--- src/rtl/rot_out_framer.sv ---
// Output framer for the rotation buffer read path: tags pixels with SOF/EOL,
// queues them in a first-word-fall-through FIFO and tracks line geometry.
module rot_out_framer #(
    parameter int DEPTH       = 16,
    parameter int FRAME_LINES = 256,
    parameter int MAX_W       = 256
) (
    input  logic        clk,
    input  logic        rst_n,
    input  logic        enable,
    input  logic [23:0] pix_in,
    input  logic        eol_in,
    output logic [23:0] out_data,
    output logic        out_sof,
    output logic        out_eol,
    output logic        out_valid,
    input  logic        out_ready,
    output logic [8:0]  line_width,
    output logic [8:0]  line_count,
    output logic        busy,
    output logic        frame_done,
    output logic        overflow,
    output logic        long_line
);
    localparam int AW = $clog2(DEPTH);
    localparam logic [8:0]    COL_LAST  = 9'(MAX_W - 1);
    localparam logic [8:0]    LINES_END = 9'(FRAME_LINES);
    localparam logic [AW:0]   OCC_FULL  = (AW + 1)'(DEPTH);
    localparam logic [AW:0]   OCC_ONE   = (AW + 1)'(1);
    localparam logic [AW-1:0] PTR_ONE   = AW'(1);

    typedef enum logic [1:0] {
        S_IDLE  = 2'd0,
        S_RUN   = 2'd1,
        S_DRAIN = 2'd2,
        S_DONE  = 2'd3
    } state_t;

    state_t        state_q, state_d;
    logic [25:0]   mem_q [DEPTH];
    logic [AW-1:0] wr_ptr_q, wr_ptr_d, rd_ptr_q, rd_ptr_d;
    logic [AW:0]   occ_q, occ_d;
    logic [8:0]    col_q, col_d, lw_q, lw_d, lc_q, lc_d;
    logic          sof_pend_q, sof_pend_d;
    logic          busy_q, busy_d, fd_q, fd_d, ovf_q, ovf_d, long_q, long_d;
    logic          pop_s, push_req_s, push_acc_s, eol_s;
    logic [25:0]   entry_s;

    assign out_valid  = |occ_q;
    assign {out_sof, out_eol, out_data} = out_valid ? mem_q[rd_ptr_q] : 26'd0;
    assign line_width = lw_q;
    assign line_count = lc_q;
    assign busy       = busy_q;
    assign frame_done = fd_q;
    assign overflow   = ovf_q;
    assign long_line  = long_q;

    // Next-state: framing FSM, geometry counters and FIFO bookkeeping.
    always_comb begin
        state_d    = state_q;
        wr_ptr_d   = wr_ptr_q;
        rd_ptr_d   = rd_ptr_q;
        occ_d      = occ_q;
        col_d      = col_q;
        lw_d       = lw_q;
        lc_d       = lc_q;
        sof_pend_d = sof_pend_q;
        ovf_d      = ovf_q;
        long_d     = long_q;
        fd_d       = 1'b0;
        push_req_s = 1'b0;
        pop_s      = out_valid & out_ready;
        eol_s      = eol_in | (col_q == COL_LAST);
        entry_s    = {sof_pend_q, eol_s, pix_in};

        case (state_q)
            S_IDLE: begin
                if (enable) begin
                    state_d    = S_RUN;
                    col_d      = 9'd0;
                    lc_d       = 9'd0;
                    ovf_d      = 1'b0;
                    long_d     = 1'b0;
                    sof_pend_d = 1'b1;
                end else begin
                    state_d = S_IDLE;
                end
            end
            S_RUN: begin
                if (!enable) begin
                    state_d = S_DRAIN;
                end else begin
                    push_req_s = 1'b1;
                    sof_pend_d = 1'b0;
                    if (!eol_in && (col_q == COL_LAST)) begin
                        long_d = 1'b1;
                    end else begin
                        long_d = long_q;
                    end
                    // Geometry advances even when the pixel is dropped.
                    if (eol_s) begin
                        col_d = 9'd0;
                        lw_d  = col_q + 9'd1;
                        lc_d  = lc_q + 9'd1;
                        if ((lc_q + 9'd1) == LINES_END) begin
                            state_d = S_DRAIN;
                        end else begin
                            state_d = S_RUN;
                        end
                    end else begin
                        col_d = col_q + 9'd1;
                    end
                end
            end
            S_DRAIN: begin
                if (!out_valid) begin
                    state_d = S_DONE;
                    fd_d    = 1'b1;
                end else begin
                    state_d = S_DRAIN;
                end
            end
            S_DONE: begin
                if (!enable) begin
                    state_d = S_IDLE;
                end else begin
                    state_d = S_DONE;
                end
            end
            default: begin
                state_d = S_IDLE;
            end
        endcase

        push_acc_s = push_req_s & ((occ_q != OCC_FULL) | pop_s);
        if (push_req_s && !push_acc_s) begin
            ovf_d = 1'b1;
        end else begin
            ovf_d = ovf_d;
        end
        if (push_acc_s) begin
            wr_ptr_d = wr_ptr_q + PTR_ONE;
        end else begin
            wr_ptr_d = wr_ptr_q;
        end
        if (pop_s) begin
            rd_ptr_d = rd_ptr_q + PTR_ONE;
        end else begin
            rd_ptr_d = rd_ptr_q;
        end
        case ({push_acc_s, pop_s})
            2'b10:   occ_d = occ_q + OCC_ONE;
            2'b01:   occ_d = occ_q - OCC_ONE;
            default: occ_d = occ_q;
        endcase
        busy_d = (state_d == S_RUN) | (state_d == S_DRAIN);
    end

    // Control and status registers.
    always_ff @(posedge clk or negedge rst_n) begin
        if (!rst_n) begin
            state_q    <= S_IDLE;
            wr_ptr_q   <= '0;
            rd_ptr_q   <= '0;
            occ_q      <= '0;
            col_q      <= 9'd0;
            lw_q       <= 9'd0;
            lc_q       <= 9'd0;
            sof_pend_q <= 1'b0;
            busy_q     <= 1'b0;
            fd_q       <= 1'b0;
            ovf_q      <= 1'b0;
            long_q     <= 1'b0;
        end else begin
            state_q    <= state_d;
            wr_ptr_q   <= wr_ptr_d;
            rd_ptr_q   <= rd_ptr_d;
            occ_q      <= occ_d;
            col_q      <= col_d;
            lw_q       <= lw_d;
            lc_q       <= lc_d;
            sof_pend_q <= sof_pend_d;
            busy_q     <= busy_d;
            fd_q       <= fd_d;
            ovf_q      <= ovf_d;
            long_q     <= long_d;
        end
    end

    // FIFO storage; contents are only observed through the valid-gated head.
    always_ff @(posedge clk) begin
        if (push_acc_s) begin
            mem_q[wr_ptr_q] <= entry_s;
        end else begin
            mem_q[wr_ptr_q] <= mem_q[wr_ptr_q];
        end
    end
endmodule

--- config.mk ---
export PLATFORM = sky130hd
export DESIGN_NAME = rot_out_framer
export DESIGN_NICKNAME = d
export VERILOG_FILES = /design/src/rtl/rot_out_framer.sv
export SDC_FILE = /design/constraint.sdc
export NUM_CORES = 1
export LEC_CHECK = 0
export ABC_AREA = 0
export BUFFER_PORTS_ARGS = -buffer_cell sky130_fd_sc_hd__buf_2
export CORE_ASPECT_RATIO = 0.8
export CORE_UTILIZATION = 50
export DETAILED_ROUTE_END_ITERATION = 8
export PLACE_DENSITY = 0.68
export SLEW_MARGIN = 10
export SYNTH_ARGS = -nofsm -noshare
export SYNTH_HDL_FRONTEND = slang
export SYNTH_SLANG_ARGS = --single-unit
--- constraint.sdc ---
create_clock -name clk -period 7.4 [get_ports clk]
set_input_delay 2.22 -clock clk [delete_from_list [all_inputs] [get_ports clk]]
set_output_delay 2.22 -clock clk [all_outputs]
set_load 0.02 [all_outputs]
# --- Yosys cells after proc, flatten, opt, wreduce, memory -nomap -nowiden ---
# Memories as Yosys holds them, arrays and structs flattened.
# Cells that the tools add are included.
classes:
  n_addsub: 6
  eq_ne: 15
  mux: 32
  bitwise_logic: 6
  reduce_logical: 16
ops:
  columns: ["cell", "count"]
  rows:
  - ["two-way mux 26 bit", 2]
  - ["two-way mux 9 bit", 5]
  - ["one-hot mux 9 bit (2 select lines)", 2]
  - ["adder 9 x 1 -> 9 bit, second input constant", 2]
  - ["two-way mux 1 bit", 15]
  - ["one-hot mux 5 bit (2 select lines)", 1]
  - ["equality test 9 x 8 -> 1 bit, second input constant", 1]
  - ["equality test 9 bit, second input constant", 1]
  - ["adder 4 x 1 -> 4 bit, second input constant", 2]
  - ["equality test 2 bit, second input constant", 4]
  - ["two-way mux 2 bit", 4]
  - ["inequality test 2 bit, second input constant", 4]
  - ["one-hot mux 2 bit (4 select lines)", 1]
  - ["AND reduction 4 bit", 2]
  - ["nonzero test 2 bit", 4]
  - ["equality test 2 x 1 -> 1 bit, second input constant", 3]
  - ["AND reduction 3 bit", 2]
  - ["adder 5 x 1 -> 5 bit, second input constant", 1]
  - ["inequality test 5 bit, second input constant", 1]
  - ["OR reduction 5 bit", 1]
  - ["subtractor 5 x 1 -> 5 bit, second input constant", 1]
  - ["OR 1 bit", 4]
  - ["one-hot mux 1 bit (2 select lines)", 2]
  - ["AND reduction 2 bit", 2]
  - ["other kinds (5)", 8]
word_totals:
  regBits: 47
  ramBits: 416
  input_bits: 29
  output_inout_bits: 49
  wordCells: 88
  mem_count: 1
mem_list:
  columns: ["name", "depth", "word_bits", "read_ports", "rd_clocked_by_memory_dff", "write_ports", "line", "text"]
  rows:
  - ["mem_q", 16, 26, 1, 0, 1, "40", "logic [25:0] mem_q [DEPTH];"]

# --- Depth between registers and ports, before layout ---
# Gate-level depths: netlist of the first run.
logic_depth:
  ltp_word: 8
  ltp_mapped: 11
  ltp_nobuf: 10

# --- Worst setup path before layout of the first run ---
# OpenSTA, ideal clock, no wires.
synth_timing:
  path_kind: "input-to-reg"
  startpoint: "input enable"
  endpoint: "memory mem_q[12][0], enable pin"
  setup_ps: 409
  arrival_ps: 4049
  t_required_ps: 6991
  slack_ps: 2942
  stages: 5
  path_buffers: 1
  path_cell_list: "nand3b_1 > a21oi_2 > buf_4 > nand3_1 > nor2_1"
synth_via:
  elab_chain_cells: 6
  elab_cells_between_ends: 8
  cone_classes: "mux (5); bitwise (2); reduce/logical (1)"
synth_lines:
  columns: ["item", "line", "text"]
  rows:
  - ["start: declaration", "10", "input logic enable,"]
  - ["two-way mux 1 bit (*)", "90", "if (!enable) begin"]
  - ["two-way mux 1 bit (*)", "76", "case (state_q)"]
  - ["AND 1 bit (*)", "135", "push_acc_s = push_req_s & ((occ_q != OCC_FULL) | pop_s);"]
  - ["two-way mux 1 bit, on equally long branches", "192, 195", null]
  - ["two-way mux 1 bit (not written as such) or AND reduction 2 bit (tied branches)", null, null]
  - ["OR 1 bit (no line) (*)", null, null]
  - ["end: declaration", "40", null]
# Every way passes the cells marked *; elsewhere a longest branch is shown, timed or not.

# --- Worst setup path after layout of the first run ---
layout_timing:
  startpoint: "register occ_q[0]"
  endpoint: "output out_data[23]"
layout_via:
  elab_chain_cells: 2
layout_lines:
  columns: ["item", "line", "text"]
  rows:
  - ["start: declaration", "42", "logic [AW:0] occ_q, occ_d;"]
  - ["start signal: assignment", "165", "occ_q <= '0;"]
  - ["start signal: assignment", "178", "occ_q <= occ_d;"]
  - ["OR reduction 5 bit", "49", "assign out_valid = |occ_q;"]
  - ["two-way mux 26 bit", "50", "assign {out_sof, out_eol, out_data} = out_valid ? mem_q[rd_ptr_q] : 26'd0;"]
  - ["end: declaration", "13", "output logic [23:0] out_data,"]
# Every way passes these cells.

==> impl_metrics.json, run 1 <==
{
  "synth.top_cell.area_share_pct": 68.1,
  "viasPerCell": 5.83,
  "wirelength_um": 36800,
  "fin_worst_skew_ns": 0.0257,
  "max_cap_viol_count": 0,
  "slew_viol_final": 0,
  "num_vias": 8857,
  "synth_compound_area_share_pct": 3.34,
  "hold_buffers": 0,
  "arrival_ns": 3.47,
  "synth_edf_count": 416,
  "die_y_um": 173,
  "rsz0062_at_grt": "no",
  "clk_pin_slew_ns": 0.06,
  "first_global_vias": 8898,
  "async_flop_share_pct": 10.2,
  "ios": 78,
  "drc_errors": 0,
  "fin_nets": 1045,
  "crit_path_end_kind": "output pin",
  "required_ns": 5.18,
  "yosys_warnings": 0,
  "ant_nets": 0,
  "cts_made_buffers": 45,
  "yosys.area.top_type": "edfxtp_1",
  "grt_overflow": 0,
  "grt_first_pass_wirelength_um": 55600,
  "ys_seq_elements": 463,
  "hold_path.class": "flip-flop to flip-flop",
  "grt_start_max_net_pins": 75,
  "worstSetupPathType": "flip-flop to output pin",
  "synthMuxAreaShare_pct": 16.0,
  "htreeDepth": 2,
  "rows": 62,
  "synthXorXnorAreaFrac_pct": 0.811,
  "relSlewSlack_pct": 24.7,
  "coreArea_um2": 36000,
  "synth-simple-area-share_pct": 2.92,
  "die_x_um": 216,
  "tns_ns": 0,
  "synth.distinct_cells": 52,
  "netlist_instances": 913,
  "drt_iter0_markers": 687,
  "syn_nets": 955,
  "antenna_found_initial": 1,
  "drive_gt1_share_pct": 27.7,
  "p_per_area_nw_per_um2": 364,
  "syn_area_um2": 18400,
  "synth_commonest_cells": "edfxtp_1 (416), mux4_2 (104), mux2i_1 (53)",
  "firstDrtPassIters": 5,
  "cts_tree": "yes",
  "cp_max_fo": 17,
  "area_delta_synth_final_pct": 13.1,
  "cts.sinks": 463,
  "yosysSeqAreaShare_pct": 74.5,
  "utilization_pct": 57.6,
  "ir_drop_mv": 0.287,
  "synth_fa_ha_area_share_pct": 0.927,
  "period_needed_ns": 5.69,
  "final-setup-viol-count": 0,
  "clock_latency_ns": 0.56,
  "io_buffers": 77,
  "fin_crit_sh_pct": 76.9,
  "synth_top_family_by_area": "multiplexers",
  "synthTopCellsByArea": "edfxtp_1 (68%), mux4_2 (13%), dfrtp_1 (6.4%), mux2i_1 (2.9%), o22ai_1 (0.92%)",
  "dpl.hpwl_um": 19500,
  "post_cts_buffers": 0,
  "final-hold-violation-count": 0,
  "initial_core_util_pct": 51.0,
  "tightest_slew_ns": 1.13,
  "crit_path_start_kind": "flip-flop",
  "cts-root-buf": "clkbuf_16",
  "cts_max_path_buffers": 3,
  "gp_congestion": 0.782,
  "max_freq_mhz": 176,
  "syn-mean-instance-area_um2": 20.1,
  "cts_resized": 0,
  "grtUsageTotal_pct": 20.1,
  "die_area_um2": 37500,
  "p_leak_nw": 7.08,
  "status": "complete, no violations",
  "yosysMostFrequentCell": "edfxtp_1",
  "wl_per_cell_um": 24.2,
  "ys.flop_type": "edfxtp_1"
}
==> path summary, 6_finish.rpt <==
kind,end,cells past startpoint,slack (ns),start
worst max-delay path,out_data[23],7,1.71,occ_q[0]
worst min-delay path,line_width[1],2,0.47,line_width[1]
worst max register to register,line_count[3],10,3.90,col_q[0]
worst min register to register,line_width[1],2,0.47,line_width[1]
max in group asynchronous,rd_ptr_q[0],2,5.16,rst_n
min in group asynchronous,line_width[0],2,1.75,rst_n
==> critical path: stages, from the launching register on <==
cell and delay (ns):
dfrtp_1 0.45, or4_4 0.61, nor2_1 0.17, inv_2 0.08
nand2b_1 0.79, buf_4 0.38, o22ai_1 0.19, buf_2 0.25
==> state kept, by name, summed over array words and instances (netlist names) <==
register and flops:
mem_q 416, state_q 2, rd_ptr_q 4, frame_done 1
line_width 9, long_line 1, occ_q 5, overflow 1
col_q 9, busy 1, wr_ptr_q 4, line_count 9
sof_pend_q 1
==> report_power, final <==
part           switching [mW]  leakage (nW)  total, mW  internal, mW
registers               0.267          4.35       3.25          2.98
clock network           0.934         0.732       2.31          1.37
logic                    1.04          1.99       1.99         0.953
==> logic make-up (layout without fill, tap and decap cells) <==
family / count (synthesis) / count (layout)
flip-flops: 463 / 463
multiplexers: 162 / 162
AND/OR/NAND/NOR: 104 / 104
AO/OA/AOI/OAI: 93 / 93
buffers and inverters: 61 / 185
XOR/XNOR: 17 / 17
adder cells (fa/ha/maj): 13 / 13
other: 0 / 1
==> through the flow <==
stage          worst slack (ns)  power, mW  hold slack (ns)  instances  instance area, um2
2_1_floorplan              2.94       4.76            0.443        913               18400
3_3_place_gp               2.25       5.33            0.458       1436               19300
5_1_grt                    1.60       7.86            0.509       1517               20700
4_1_cts                    1.64       7.63            0.475       1517               20700
6_report                   1.71       7.55            0.470       1518               20700
3_5_place_dp               2.24       5.33            0.459       1436               19300
==> per-layer routing <==
metal,vias to the layer above,track usage (%),routed length (um)
met3,55,3.02,2140
li1,3911,-,-
met5,-,0,10
met1,4614,29.3,16100
met2,275,32.1,17800
met4,2,5.22,681
==> cell usage in the layout, fill, tap and decap left out, drive strengths merged, types with 4 or more instances in the layout <==
cell	instances
a21oi	14
ha	12
inv	18
dfrtp	47
a21o	6
nor2	18
mux2	5
or3	4
o22ai	27
nand3	10
and3	8
clkinv	18
o21ai	25
edfxtp	416
mux4	104
bufinv	6
xnor2	14
buf	87
and2	16
nand2	29
mux2i	53
clkbuf	56
==> layout make-up <==
cell class              count  area (um2)
diodes                      1        2.50
clock buffers              56        1220
clock inverters            25         267
fillers                  2723       15200
inverters                  17        63.8
multi-input cells         389        4440
flip-flops and latches    463       13700
well taps                 480         601
repair buffers             87         473
No activity file was read; power rests on OpenSTA's default activity.
==> run 2, diff against run 1 <==
Settings changed: PLACE_DENSITY 0.68 to 0.7.
Clock period 7.4 ns to 4.6 ns, I/O delays scaled along.
==> run 2 against run 1 <==
Against the previous run: via count is 3.0% higher; sequential cell count stayed put; first-iteration DRC count is 25% higher; final cell count is 0.92% higher; clock skew is 0.0076 ns lower; combinational power is 73% higher; register-to-register slack worse by 2.9 ns; setup slack worse by 1.4 ns; critical path depth stayed put; count of clock-buffer cells in the layout is 6 higher.
==> impl_metrics.json, run 2 (synthesis results as in run 1) <==
{
  "firstDrtPassIters": 5,
  "diodes": 0,
  "status": "complete, no violations",
  "required_ns": 3.22,
  "tns_ns": 0,
  "cts_resized": 0,
  "wirelength_um": 37300,
  "arrival_ns": 2.89,
  "tightest_slew_ns": 0.816,
  "hold_buffers": 0,
  "critPathTopFamily": "simple AND/OR/NAND/NOR gates",
  "max_freq_mhz": 234,
  "drc_errors": 0,
  "area_delta_synth_final_pct": 14.4,
  "period_needed_ns": 4.27,
  "final_common_cell": "edfxtp_1",
  "ir_drop_mv": 0.313,
  "cts_tree": "yes",
  "antenna_found_initial": 0,
  "die_y_um": 173,
  "final-hold-violation-count": 0,
  "power.total_mw": 12.1,
  "grt_first_pass_wirelength_um": 57500,
  "drt_iter0_markers": 858,
  "grt_start_max_net_pins": 50,
  "io_buffers": 77,
  "die_x_um": 216,
  "viasPerCell": 5.95,
  "cts_max_path_buffers": 3,
  "cts-root-buf": "clkbuf_16",
  "hold_path.class": "flip-flop to flip-flop",
  "first_global_vias": 9261,
  "crit_path_start_kind": "flip-flop",
  "clock_latency_ns": 0.56,
  "num_vias": 9120,
  "die_area_um2": 37500,
  "layout_common_cells": "edfxtp_1 (416), mux4_2 (104), buf_2 (77)",
  "timing.rr.start": "col_q[0]",
  "ant_nets": 0,
  "grtUsageTotal_pct": 20.6,
  "cts_made_buffers": 45,
  "largest_reg_flops": 416,
  "cp_max_fo": 14,
  "reg2reg_to": "line_count[3]",
  "p_leak_nw": 7.17,
  "max_cap_viol_count": 0,
  "cp-startpoint": "occ_q[0]",
  "clk_pin_slew_ns": 0.06,
  "min_from": "line_width[7]",
  "htreeDepth": 2,
  "final-setup-viol-count": 0,
  "max_stage_delay_ns": 0.60,
  "fin_crit_sh_pct": 92.8,
  "cts.sinks": 463,
  "reg2reg_depth": 10,
  "crit_path_end_kind": "output pin",
  "slew_viol_final": 0,
  "drive_gt1_share_pct": 28.4,
  "rsz0062_at_grt": "no",
  "fin_worst_skew_ns": 0.0182,
  "ios": 78,
  "fin_nets": 1064,
  "initial_core_util_pct": 51.0,
  "grt_overflow": 0,
  "post_cts_buffers": 0,
  "coreArea_um2": 36000,
  "worstSetupPathType": "flip-flop to output pin",
  "worst-path-stages": 7,
  "gp_congestion": 0.770,
  "relSlewSlack_pct": 45.6,
  "crit_chain": "or4_4 > nor2_1 > inv_2 > nand2_2 > buf_12 > o22ai_1 > buf_2",
  "rows": 62,
  "crit_path_end": "out_data[19]",
  "wl_per_cell_um": 24.4,
  "cp_slowest_cell": "or4_4",
  "dpl.hpwl_um": 21900,
  "path_buf_inv": 3,
  "p_per_area_nw_per_um2": 578,
  "largest_register": "mem_q",
  "rrSetupSlack_ns": 1.01
}
[run 2: cell count changes in the layout (fill, tap and decap cells not counted), sizes merged]
cell / change
buf: +19
clkinv: -7
clkbuf: +6
bufinv: -3
diode: -1
[run 2: worst min-delay path by stage]
stage | end | slack [ns] | cells after the start
after global placement | line_width[1] | 0.46 | 2
after global routing | line_width[7] | 0.52 | 2
after detailed placement | line_width[1] | 0.47 | 2
after CTS | line_width[1] | 0.48 | 2
final | line_width[7] | 0.48 | 2
after floorplan | col_q[8] | 0.44 | 2
[run 2: layer usage]
metal	GRT usage, %	wire, um
met1	32.2	17300
met2	30.2	17000
met3	3.49	2390
met4	5.37	637
met5	0	0
[run 2: where the power goes]
| group | total, mW | switching (mW) | internal [mW] |
|---|---|---|---|
| Clock | 3.52 | 1.48 | 2.03 |
| Combinational | 3.44 | 1.78 | 1.65 |
| Sequential | 5.19 | 0.395 | 4.80 |
| Total | 12.1 | 3.66 | 8.48 |
[run 2: area by class of cell]
cell class	instances	area (um2)
Multi-Input combinational cell	389	4440
Sequential cell	463	13700
Inverter	17	63.8
Clock buffer	62	1230
Clock inverter	15	150
Fill cell	2651	15000
Tap cell	480	601
Timing Repair Buffer	106	828
[run 2: stage by stage]
| step | area (um2) | hold slack, ns | util, % | instances | setup WS, ns |
|---|---|---|---|---|---|
| floorplan | 18400 | 0.443 | - | 913 | 0.982 |
| global placement | 19600 | 0.456 | 54.5 | 1455 | 0.892 |
| detailed placement | 19600 | 0.469 | 54.5 | 1455 | 0.894 |
| CTS | 21000 | 0.482 | 58.3 | 1532 | 0.291 |
| global route | 21000 | 0.524 | 58.3 | 1532 | 0.224 |
| finish | 21000 | 0.476 | 58.3 | 1532 | 0.330 |
[run 2: worst min-delay path: stages (launching register included)]
cell and delay, ns:
dfrtp_1 0.34, nand2_1 0.05, o21ai_0 0.06
